$ cat config.mk
export PLATFORM = sky130hd
export DESIGN_NAME = ecb_block_packer
export DESIGN_NICKNAME = d
export VERILOG_FILES = /design/src/rtl/ecb_block_packer.sv
export SDC_FILE = /design/constraint.sdc
export NUM_CORES = 1
export LEC_CHECK = 0
export CAP_MARGIN = 20
export CORE_MARGIN = 5
export CORE_UTILIZATION = 35
export CTS_CLUSTER_DIAMETER = 200
export DETAILED_ROUTE_END_ITERATION = 8
export PLACE_DENSITY_LB_ADDON = 0.05
export SETUP_SLACK_MARGIN = 0.05
export SYNTH_ARGS = -nofsm -noshare
export SYNTH_HDL_FRONTEND = slang
export SYNTH_SLANG_ARGS = --single-unit
$ cat constraint.sdc
create_clock -name clk -period 3.05 [get_ports clk]
set_clock_uncertainty 0.15 [all_clocks]
set_input_delay 0.61 -clock clk [delete_from_list [all_inputs] [get_ports clk]]
set_output_delay 0.61 -clock clk [all_outputs]
set_load 0.05 [all_outputs]
$ cat src/rtl/ecb_block_packer.sv
// Packs a byte stream into 128-bit AES plaintext blocks (first byte in MSB); out_valid rises the cycle after byte 15, in_ready=0 while a block waits.
// Optional ECB_PACK_FLUSH_EN adds a flush input that zero-pads the current block and ends the frame early.
module ecb_block_packer #(
  parameter int NUM_BLOCKS = 65536,
  parameter int CNT_W      = 16
) (
  input  logic             clk,
  input  logic             rst_n,
  input  logic             start,
`ifdef ECB_PACK_FLUSH_EN
  input  logic             flush,
`endif
  input  logic             in_valid,
  output logic             in_ready,
  input  logic [7:0]       in_byte,
  output logic             out_valid,
  input  logic             out_ready,
  output logic [127:0]     out_block,
  output logic [CNT_W-1:0] out_index,
  output logic             out_last,
  output logic             busy,
  output logic             done
);

  typedef enum logic [1:0] {S_IDLE, S_FILL, S_HOLD, S_DONE} state_t;

  localparam logic [CNT_W-1:0] LAST_IDX = CNT_W'(NUM_BLOCKS - 1);

  state_t     state, state_nxt;
  logic [3:0] byte_cnt;
  logic       accept;
  logic       blk_full;
  logic       flush_hit;
  logic       flush_last;
  logic       is_last;
  logic       new_frame;

  assign accept    = (state == S_FILL) && in_valid;
  assign blk_full  = accept && (byte_cnt == 4'd15);
  assign new_frame = ((state == S_IDLE) || (state == S_DONE)) && start;
  assign is_last   = (out_index == LAST_IDX) || flush_last;

`ifdef ECB_PACK_FLUSH_EN
  assign flush_hit = (state == S_FILL) && flush;
`else
  assign flush_hit = 1'b0;
`endif

  always_ff @(posedge clk or negedge rst_n) begin
    if (!rst_n) state <= S_IDLE;
    else        state <= state_nxt;
  end

  always_comb begin
    state_nxt = state;
    in_ready  = 1'b0;
    out_valid = 1'b0;
    out_last  = 1'b0;
    busy      = 1'b0;
    done      = 1'b0;
    case (state)
      S_IDLE: begin
        if (start) state_nxt = S_FILL;
      end
      S_FILL: begin
        in_ready = 1'b1;
        busy     = 1'b1;
        // A flush on an empty block with no byte arriving ends the frame without emitting anything.
        if (blk_full || (flush_hit && (accept || byte_cnt != 4'd0))) state_nxt = S_HOLD;
        else if (flush_hit)                                          state_nxt = S_DONE;
      end
      S_HOLD: begin
        out_valid = 1'b1;
        out_last  = is_last;
        busy      = 1'b1;
        if (out_ready) state_nxt = is_last ? S_DONE : S_FILL;
      end
      S_DONE: begin
        done = 1'b1;
        if (start) state_nxt = S_FILL;
      end
      default: state_nxt = S_IDLE;
    endcase
  end

  // The block register is cleared before each fill, so flush padding comes for free.
  always_ff @(posedge clk or negedge rst_n) begin
    if (!rst_n) begin
      byte_cnt   <= 4'd0;
      out_block  <= '0;
      out_index  <= '0;
      flush_last <= 1'b0;
    end else if (new_frame) begin
      byte_cnt   <= 4'd0;
      out_block  <= '0;
      out_index  <= '0;
      flush_last <= 1'b0;
    end else if (state == S_FILL) begin
      if (accept) begin
        out_block[{~byte_cnt, 3'b000} +: 8] <= in_byte;
        byte_cnt                            <= byte_cnt + 4'd1;
      end
      if (state_nxt == S_HOLD) begin
        byte_cnt   <= 4'd0;
        flush_last <= flush_hit;
      end
    end else if ((state == S_HOLD) && out_ready && !is_last) begin
      out_index <= out_index + 1'b1;
      out_block <= '0;
    end
  end

endmodule

==> results of run 1 <==
==> logic make-up after synthesis <==
kind of cell	synth area share
compound gates	0.254
flops	0.580
simple gates	0.0929
buf+inv	0.0389
xor+xnor	0.0147
fa+ha+maj	0.0155
mux	0.00329
==> path summary, 6_finish.rpt <==
kind | depth (start not counted) | slack, ns | from | end
max | 3 | 0.19 | state[1] | in_ready
min | 1 | 0.34 | out_block[67] | out_block[67]
max reg2reg | 5 | 0.31 | byte_cnt[0] | out_block[3]
min reg2reg | 1 | 0.34 | out_block[67] | out_block[67]
max in group asynchronous | 3 | 1.48 | rst_n | out_index[1]
min in group asynchronous | 2 | 0.54 | rst_n | out_index[9]
==> state kept, by name, indices dropped and copies added, names as in the netlist <==
| register | cells |
|---|---|
| out_block | 128 |
| byte_cnt | 4 |
| out_index | 16 |
| state | 2 |
==> routing by layer <==
layer  up-vias  track usage
li1       2342            -
met1      2664        0.253
met2       180        0.292
met3        24       0.0483
met4         0       0.0508
met5         -            0
==> layout make-up <==
class | instances | area [µm²]
Clock buffer | 19 | 453
Clock inverter | 13 | 136
Fill cell | 1581 | 9070
Inverter | 12 | 45.0
Multi-Input combinational cell | 317 | 2460
Sequential cell | 150 | 3760
Tap cell | 229 | 287
Timing Repair Buffer | 191 | 1870
==> power by group through the flow <==
stage | Clock, mW | Combinational [mW] | Sequential, mW
4_1_cts | 2.13 | 2.07 | 2.24
3_5_place_dp | 0 | 2.06 | 2.28
5_1_grt | 2.21 | 2.19 | 2.26
2_1_floorplan | 0 | 1.01 | 2.66
6_report | 2.08 | 2.05 | 2.24
3_3_place_gp | 0 | 2.04 | 2.28
==> cell usage in the layout, fill, tap and decap left out, drive strengths merged, types with 3 or more instances in the layout <==
| cell | n |
|---|---|
| nand3 | 21 |
| a22o | 57 |
| buf | 31 |
| nand2b | 3 |
| xnor2 | 6 |
| or4 | 4 |
| a32o | 49 |
| dfrtp | 150 |
| o21bai | 6 |
| clkinvlp | 5 |
| o2bb2ai | 24 |
| ha | 8 |
| a31oi | 4 |
| a21oi | 9 |
| nand2 | 28 |
| nor3 | 7 |
| clkbuf | 19 |
| nand4 | 4 |
| inv | 17 |
| nor2 | 27 |
| xor2 | 4 |
| clkdlybuf4s50 | 158 |
| a21o | 13 |
| nor4 | 6 |
| o21ai | 10 |
==> repair_timing <==
item                                    CTS  global route
endpoints found under the setup margin    1             1
pin swaps                                 0             1
setup buffers                             0             0
gates resized for setup                   1             2
hold buffers                              1             0
endpoints found under the hold margin    13             0
==> critical path: cells and delay by family (launching register included) <==
family,cells,cell delay [ns]
fa+ha+maj,1,0.30
buf+inv,2,0.96
flops,1,0.43
==> impl_results.md, run 1 <==
- TNS Setup: 0 ns
- Clock Latency Late Sink: 0.42 ns
- Placement Cell Area: 8420 µm²
- Status: finished, final reports clean
- Vias in the first global route: 5,506
- Finished Layout Cells: 931
- 1st-iter DRT viols: 241
- Total CTS buffers: 17
- Largest net degree at the start of global routing: 58
- Seq pwr share: 0.352
- Post-Synthesis Cells: 504
- Critical path fanouts, max: 7
- Avg Inst Size Synth: 12.8 µm²
- Max stage delay cell, worst path: clkdlybuf4s50_1
- F_max: 0.350 GHz
- Design area: 9020 µm²
- Final hold vios: 0
- Syn Nets: 525
- Worst stage delay on the critical path: 0.86 ns
- IO Pins: 162
- Final critical-path share of the clock period: 0.937
- Die area: 21,300 µm²
- Worst-path clk slew: 0.06 ns
- DP HPWL: 13,900 µm
- Setup WS pre-CTS: 0.324 ns
- RSZ-0062 raised after global routing: false
- Seq/Total Area, Yosys: 0.580
- DR WL met2: 9190 µm
- TritonCTS clock tree: built
- Sink Count: 150
- PortBufs: 161
- Total power draw: 6.37 mW
- Initial cell density of the core: 0.358
- Critical path class: reg2out
- Post-synth EDFFs: 0
- Netlist Area Pre-Place: 6470 µm²
- Num rows: 49
- Minimum clock period: 2.86 ns
- Placed Cells incl. Taps: 898
- WP data required: 2.29 ns
- Ys async rst share: 1.00
- WL final: 19,500 µm
- Critical path endpoint category: output port
- Most used DFF post-synth: dfrtp_1
- GRT overflow: 0
- Clock power frac: 0.327
- Worst path arrival time: 2.10 ns
- Vias per cell: 5.60
- #FFs+latches synth: 150
- Synth top area cells: dfrtp_1 58%, a22o_1 7.7%, a32o_1 7.6%
- Switching power: 2.42 mW
- GRT Resource Usage Total: 0.185
- Die Y: 146 µm
- Total of max-cap violations: 0
- Synthesis Warnings: 0
- Core Util, Final: 0.499
- Yosys top cell area share: 0.580
- Top Metal Used: met4
- Slew of the pin with the lowest slew margin: 0.734 ns
- Final ANT Viol Nets: 0
- Crit path cell chain: inv_1, ha_1, clkdlybuf4s50_1
- Drt wl/cell: 20.9 µm
- Max IR drop VDD: 691 µV
- Chip Width: 146 µm
- RD Place Congestion: 0.801
- Pwr Density: 707 nW/µm²
- Layout Nets: 710
- Cell variety after synth: 59
- Clock Path Buffers: 2
- Switching part of the total: 0.380
- Setup violators final: 0
- Slew HR: 0.508
- Most common cell in the synthesized netlist: dfrtp_1
- Area Overhead vs Synth: 39.4%
- Leakage: 3.85 nW
- Core area: 18,100 µm²
- Commonest cells post-synth: 150 x dfrtp_1, 57 x a22o_1, 49 x a32o_1
- Pre-antenna DRT Iters: 5
- Share of cells above drive strength 1: 0.142
- DR WL met3: 1130 µm
- Root buffer cell: clkbuf_16
- Met1 WL: 8920 µm
- Residual DRC: 0
- Initial antenna violation count: 0
- Worst hold path type: reg2reg
- Largest area contributor in the synthesized netlist: dfrtp_1
- Combinational Power Share: 0.321
- Ant diodes: 0
- Via count: 5,210
- First-pass GRT wire length: 31,300 µm
- P_int: 3.95 mW
- Htree depth: 4
- Setup slack after layout: 0.192 ns
- Final hold slack: 0.339 ns
- CP startpoint kind: flip-flop
- Max-slew violations: 0
(Power assumes the default switching activity.)
==> run 2: changes to the inputs <==
Settings changed: CORE_MARGIN 5 to unset.
==> impl_results.md, run 2 (synthesis gave the netlist of run 1 again) <==
- Vias per cell: 5.52 (-1.4%)
- Critical path fanouts, max: 6 (-1)
- RSZ-0062 raised after global routing: false
- Sink Count: 150 (unchanged)
- Setup violators final: 0 (unchanged)
- Hold wc startpoint: out_block[125]
- Combinational Power Share: 0.317 (-0.004)
- Worst path arrival time: 2.13 ns (+0.03 ns)
- Commonest non-fill, non-tap cell in the layout: clkdlybuf4s50_1
- Slew of the pin with the lowest slew margin: 0.787 ns (+0.0529 ns)
- Minimum clock period: 2.89 ns (+0.0329 ns)
- Max-slew violations: 0 (unchanged)
- Status: finished, final reports clean
- # fillers: 1,674 (+5.9%)
- Final hold slack: 0.339 ns (+0.0000430 ns)
- Register area: 3750 µm² (about the same)
- Total CTS buffers: 17 (unchanged)
- Initial antenna violation count: 0 (unchanged)
- Worst hold path type: reg2reg
- Commonest non-fill, non-tap cells in the layout: 158 x clkdlybuf4s50_1, 149 x dfrtp_1, 57 x a22o_1
- Vias in the first global route: 5,210 (-5.4%)
- DR WL met3: 1240 µm (+9.9%)
- Clock Path Buffers: 2 (unchanged)
- Total of max-cap violations: 0 (unchanged)
- Die Y: 138 µm (-5.5%)
- Critical path class: reg2out
- Critical path endpoint category: output port
- Area Overhead vs Synth: 39.4% (about the same)
- Htree depth: 4 (unchanged)
- Root buffer cell: clkbuf_16
- Leakage: 3.87 nW (+0.46%)
- Reg2Reg Launch Point: byte_cnt[0]
- FF-to-FF path depth: 5 (unchanged)
- Initial cell density of the core: 0.359 (+0.00122)
- Switching power: 2.36 mW (-2.6%)
- Layout Nets: 710 (unchanged)
- Top Metal Used: met4
- First-pass GRT wire length: 29,300 µm (-6.5%)
- Via count: 5,129 (-1.6%)
- GRT Resource Usage Total: 0.206 (+0.0216)
- Core area: 18,000 µm² (-0.34%)
- WP data required: 2.29 ns (about the same)
- Ant diodes: 0 (unchanged)
- PortBufs: 161 (unchanged)
- Final hold vios: 0 (unchanged)
- P_int: 4.06 mW (+2.6%)
- DP HPWL: 13,000 µm (-6.7%)
- WL final: 18,800 µm (-3.7%)
- Design area: 9010 µm² (about the same)
- Final ANT Viol Nets: 0 (unchanged)
- Worst-path clk slew: 0.06 ns (about the same)
- Slew HR: 0.474 (-0.0336)
- Clock power frac: 0.334 (+0.007)
- Largest reg by FF count: out_block
- IO Pins: 162 (unchanged)
- TritonCTS clock tree: built
- Placement Cell Area: 8400 µm² (-0.15%)
- Final critical-path share of the clock period: 0.948 (+0.0108)
- Hold Crit Depth: 1 (unchanged)
- Pwr Density: 712 nW/µm² (+0.66%)
- Switching part of the total: 0.368 (-0.0124)
- Max reg flops: 128 (unchanged)
- Reg-to-reg endpoint: out_block[5]
- Share of cells above drive strength 1: 0.138 (-0.00408)
- DR WL met2: 8610 µm (-6.3%)
- CP startpoint kind: flip-flop
- Pre-antenna DRT Iters: 4 (-1)
- Clock Latency Late Sink: 0.42 ns (about the same)
- Drt wl/cell: 20.2 µm (-3.6%)
- Num rows: 49 (unchanged)
- RD Place Congestion: 0.806 (+0.59%)
- Seq pwr share: 0.349 (-0.003)
- Die area: 19,000 µm² (-11%)
- 1st-iter DRT viols: 225 (-6.6%)
- F_max: 0.346 GHz (-1.1%)
- GRT overflow: 0 (unchanged)
- Chip Width: 138 µm (-5.5%)
- Met1 WL: 8640 µm (-3.2%)
- Largest regs: out_block (128), out_index (16), byte_cnt (4)
- Max IR drop VDD: 463 µV (-33%)
- Worst hold path endpoint: out_block[125]
- Residual DRC: 0 (unchanged)
- TNS Setup: 0 ns (unchanged)
- FF-to-FF setup slack: 0.31 ns (about the same)
- Largest net degree at the start of global routing: 60 (+3.4%)
- Area occupied by multi-input gates: 2460 µm² (unchanged)
-- run 2: metrics by stage --
step                total power [mW]   util  worst slack [ns]  instances
finish                          6.41  0.500             0.159        930
CTS                             6.47  0.500            0.0738        930
detailed placement              4.31  0.466             0.339        898
global placement                4.29  0.466             0.324        898
global route                    6.71  0.500            0.0558        930
floorplan                       3.67      -             0.168        504
-- run 2: critical path: stages, from the launching register on --
cell	delay (ns)
dfrtp_1	0.41
ha_1	0.20
nand3_2	0.15
or4_4	0.64
nor2_2	0.16
buf_12	0.15
-- run 2: area by class of cell --
| cell class | count | area share |
|---|---|---|
| flip-flops and latches | 150 | 0.417 |
| multi-input cells | 317 | 0.273 |
| repair buffers | 191 | 0.207 |
| clock buffers | 19 | 0.0491 |
| well taps | 229 | 0.0318 |
| clock inverters | 12 | 0.0171 |
| inverters | 12 | 0.00500 |
-- run 2: repair_timing --
item | 4_1_cts | 5_1_grt
setup endpoints to repair | 0 | 2
setup buffers | 0 | 0
resized for setup | 0 | 2
hold endpoints to repair | 5 | 0
hold buffers | 1 | 0
-- run 2: layer usage --
| metal | GRT usage | vias up |
|---|---|---|
| met5 | 0 | - |
| met4 | 0.0676 | 0 |
| met3 | 0.0585 | 22 |
| met2 | 0.311 | 161 |
| met1 | 0.284 | 2601 |
| li1 | - | 2345 |
-- run 2: power groups by stage --
stage	Clock [mW]	Sequential, mW	Combinational, mW
after floorplan	0	2.66	1.01
after global placement	0	2.27	2.02
after detailed placement	0	2.27	2.04
after CTS	2.18	2.24	2.05
after global routing	2.26	2.26	2.19
final	2.15	2.24	2.03
-- run 2: worst max-delay path by stage --
stage / from / end
finish: out_index[1] / out_last
global route: out_index[1] / out_last
CTS: state[0] / busy
detailed placement: byte_cnt[0] / out_block[4]
global placement: byte_cnt[0] / out_block[1]
floorplan: out_index[0] / out_last
==> run 3: changes to the inputs <==
Settings changed: ABC_CLOCK_PERIOD_IN_PS set to 3050, CTS_CLUSTER_SIZE set to 16.
==> results of run 3 <==
Final layout, timing and power as in run 2 (identical DEF).
==> RTL change 1: new RTL, flow settings as in run 1 <==
`CNT_W`: 16 -> 24.
--- a/src/rtl/ecb_block_packer.sv
+++ b/src/rtl/ecb_block_packer.sv
@@ -2,7 +2,7 @@
 // Optional ECB_PACK_FLUSH_EN adds a flush input that zero-pads the current block and ends the frame early.
 module ecb_block_packer #(
   parameter int NUM_BLOCKS = 65536,
-  parameter int CNT_W      = 16
+  parameter int CNT_W      = 24
 ) (
   input  logic             clk,
   input  logic             rst_n,
Ports: changed (resized out_index); port bits go from 162 to 170. No check against the original RTL was run, so the function may have changed too.
==> RTL change 1 against run 1 <==
- sequential share of layout area down 0.78 points
- synthesized area up 8.1%
- count of clock-buffer cells in the layout down 1
- synthesized cell count up 15%
- design area up 7.3%
- setup slack worse by 0.021 ns
- critical path depth up 3
- sequential cell count up 8
- power up 5.5%
- die area up 7.5%
- routed wire length up 13%
- largest cell class unchanged
- highest routed layer unchanged
==> RTL change 1: results (changes against run 1) <==
Worst Hold Slack=0.00102 ns (-0.338 ns); Final Critical Period=2.88 ns (+0.0212 ns); share of layout cells above drive strength 1=12.2% (-2.0 points); commonest cells in the netlist=dfrtp_1 (158), a32o_1 (114), nor2_1 (34); crit path to=out_last; XOR/XNOR Fraction of Synth Area=2.51% (+1.0 points); CP peak stage delay=0.48 ns (-0.38 ns); WL met3=1320 µm (+17%); DP Area=9000 µm² (+7.0%); Setup WS pre-CTS=0.268 ns (-0.0566 ns); port bufs=169 (+5.0%); initial drt markers=324 (+34%); Netlist cell types=51 (-14%); post-synthesis sequential area ratio=56.5% (-1.5 points); worst reg2reg endpoint=out_block[57]; Pleak=0.00405 µW (+5.2%); reg2reg setup slack=0.47 ns (+0.16 ns); dpl hpwl=15100 µm (+8.5%); Post-Syn Area per Cell=12.0 µm² (-6.4%); largest net degree at the start of global routing=59 (+1.7%); CP Data Arrival Time=2.12 ns (+0.02 ns); HP Class=in -> async; fin nets=762 (+7.3%); gp weighted congestion=0.874 (+9.1%); WL/cell=21.7 µm (+3.5%); critical-path maximum fanout=6 (-1); Pre-antenna DRT Iters=7 (+2); crit path launch=out_index[0]; number of global-route vias before repair=5962 (+8.3%); largest cells by area after synthesis=dfrtp_1 (57%), a32o_1 (16%), nor2_1 (1.8%); Worst R2R Start=state[0]; critical path's slowest cell=or4_4; status=complete, no violations; post-synthesis mux area share=0% (-0.33 points); WL met1=9540 µm (+7.0%); Vias=5736 (+10%); Compound-Gate Fraction of Synth Area=24.6% (-0.89 points); Tot GR Track Use=19.5% (+1.0 points); Max VDD drop=0.402 mV (-42%); Slew @ Worst Pin=0.572 ns (-0.162 ns)
## RTL change 1: cell families after synthesis
kind of cell,count (synthesis)
DFF,158
AOI/OAI and AO/OA,187
xor gates and xnor gates,20
buffers and inverters,62
adders and majority gates,8
and+or+nand+nor,147
## RTL change 1: cell type report
| class | count | area, µm² |
|---|---|---|
| clock buffer | 18 | 429 |
| clock inverter | 14 | 229 |
| fill | 1800 | 9910 |
| inverter | 8 | 30.0 |
| multi-input combinational | 362 | 2790 |
| sequential | 158 | 3960 |
| tap | 265 | 332 |
| timing repair buffer | 194 | 1910 |
## RTL change 1: layer usage
layer | track usage [%] | vias up
met3 | 4.28 | 18
met1 | 25.5 | 2986
met2 | 32.7 | 176
met5 | 0 | -
met4 | 5.35 | 0
li1 | - | 2556
## RTL change 1: timing repair
action                     CTS  global route
setup endpoints to repair    3             1
setup buffers                1             0
resized for setup            3             2
## RTL change 1: report_power, final
group | internal (µW) | switching, µW | total, µW
logic | 616 | 1400 | 2020
registers | 2200 | 135 | 2330
clock network | 1470 | 904 | 2380
==> RTL change 2: new RTL, config.mk and constraints of run 1 <==
Without the edit above. Encoding of `state_t`: now one-hot (4 bits for 4 states).
--- a/src/rtl/ecb_block_packer.sv
+++ b/src/rtl/ecb_block_packer.sv
@@ -22,7 +22,7 @@
   output logic             done
 );
 
-  typedef enum logic [1:0] {S_IDLE, S_FILL, S_HOLD, S_DONE} state_t;
+  typedef enum logic [3:0] {S_IDLE = 4'b0001, S_FILL = 4'b0010, S_HOLD = 4'b0100, S_DONE = 4'b1000} state_t;
 
   localparam logic [CNT_W-1:0] LAST_IDX = CNT_W'(NUM_BLOCKS - 1);
 
Behaviour: same outputs for any inputs over 4 cycles, from zero or initial values and one cycle with rst_n low; so few cycles prove little.
==> RTL change 2 against run 1 <==
- setup slack got worse by 0.0066 ns
- utilization rose by 0.20 points
- synthesized cell count rose by 1.6%
- hold slack got worse by 0.0019 ns
- critical path depth grew 2
- combinational power decreased by 36%
- design area grew 0.74%
- via count fell by 2.9%
- critical endpoint is now out_last
- routed wire length fell by 2.2%
- sequential cell count increased by 2
- power is 11% lower
- synthesized area up 0.56%
==> RTL change 2: results (changes against run 1) <==
first-pass GRT wire length=30800 µm (-1.8%); reg2reg setup slack=0.47 ns (+0.16 ns); post-route cell area=9080 µm² (+0.74%); critical-path maximum fanout=5 (-2); Core Util, Final=50.0% (+0.20 points); largest net degree at the start of global routing=57 (-1.7%); DRT Wirelength=19100 µm (-2.2%); Multi-input comb cells=333 (+5.0%); Largest regs=out_block x128, out_index x16; FILL cells=1628 (+3.0%); Vias/cell=5.46 (-2.4%); Slew @ Worst Pin=0.660 ns (-0.0739 ns); share of layout cells above drive strength 1=12.9% (-1.4 points); R2R cell count=6 (+1); CP Data Arrival Time=2.10 ns (about the same); Pleak=0.00365 µW (-5.1%); worst reg2reg endpoint=out_block[121]; multi-input gate share of total cell area=28.2% (+0.88 points); f_max=0.349 GHz (-0.23%); Worst R2R Start=byte_cnt[1]; fin nets=702 (-1.1%); non-filler cells, final=927 (-0.43%); number of global-route vias before repair=5294 (-3.9%); register bit total from synthesis=152 (+1.3%); Clock Network Area Fraction=6.87% (+0.34 points); Post-Syn Area per Cell=12.7 µm² (-1.0%); Netlist cell types=56 (-5.1%); status=complete, no violations; Switch Pwr=1850 µW (-24%); invs w/o clock=8 (-4); Max VDD drop=0.383 mV (-45%); clkbuf count=18 (-1); crit path launch=out_index[0]; Non-clk bufs=173 (-9.4%); DP Area=8440 µm² (+0.33%); dpl hpwl=13600 µm (-2.2%); cts repair resizes=2 (+1); largest cells by area after synthesis=dfrtp_1 (58%), o2bb2ai_1 (13%), a32o_1 (5.1%); gp weighted congestion=0.832 (+3.8%); crit path to=out_last; post-synthesis sequential area ratio=58.5% (+0.46 points); register fraction of the total cell area=41.9% (+0.26 points); DP Cell Count=894 (-0.45%); commonest cells in the netlist=dfrtp_1 (151), o2bb2ai_1 (93), nand2_1 (37); non-clk buf share=19.5% (-1.3 points); initial drt markers=197 (-18%); Setup WS pre-CTS=0.0886 ns (-0.236 ns); Mapped Nets=529 (+0.76%); Pre-antenna DRT Iters=6 (+1); Tot GR Track Use=18.0% (-0.52 points); min-delay src=out_block[120]; Clk pin slew, worst setup/hold paths=0.06 ns (about the same)
-- RTL change 2: changes by cell type after synthesis, sizes merged, moves of 5 or more --
cell / change
a32o: -16
a22o: -55
a21o: -13
o2bb2ai: +70
o21ai: +14
xnor2: +5
nand2: +20
o21bai: -6
nand3: -9
a21oi: -5
dlygate4sd3: -8
-- RTL change 2: worst max-delay path, stage by stage (launching register included) --
cell     delay, ns
dfrtp_2       0.43
ha_1          0.21
nand3_1       0.17
or4_4         0.57
nor2_2        0.16
buf_12        0.16
-- RTL change 2: cell families after synthesis --
logic type               synth area share (%)
AO/OA/AOI/OAI                            23.8
XOR/XNOR                                 2.56
adder cells (fa/ha/maj)                 0.770
buffers and inverters                    2.33
flip-flops                               58.5
AND/OR/NAND/NOR                          12.0
-- RTL change 2: metal layers --
layer / wire, µm / vias up / global-route usage [%] / share of wire [%]
met5: 0 / - / 0 / 0
met4: 138 / 0 / 3.67 / 0.72
met3: 1050 / 14 / 5.05 / 5.5
met2: 8860 / 155 / 28.0 / 46
met1: 9020 / 2566 / 25.3 / 47
li1: - / 2326 / - / -
-- RTL change 2: power groups by stage --
stage | clock, µW | sequential, µW | combinational, µW
finish | 2230 | 2120 | 1320
global route | 2370 | 2130 | 1420
CTS | 2280 | 2120 | 1330
detailed placement | 0 | 2160 | 1330
global placement | 0 | 2160 | 1310
floorplan | 0 | 2240 | 834
-- RTL change 2: how the worst min path moves through the flow --
stage	cells past startpoint	slack (ns)	endpoint
after floorplan	0	0.16	byte_cnt[0]
after global placement	1	0.32	out_block[1]
after detailed placement	1	0.32	out_block[1]
after CTS	1	0.34	out_block[68]
after global routing	1	0.35	out_block[26]
final	1	0.34	out_block[120]
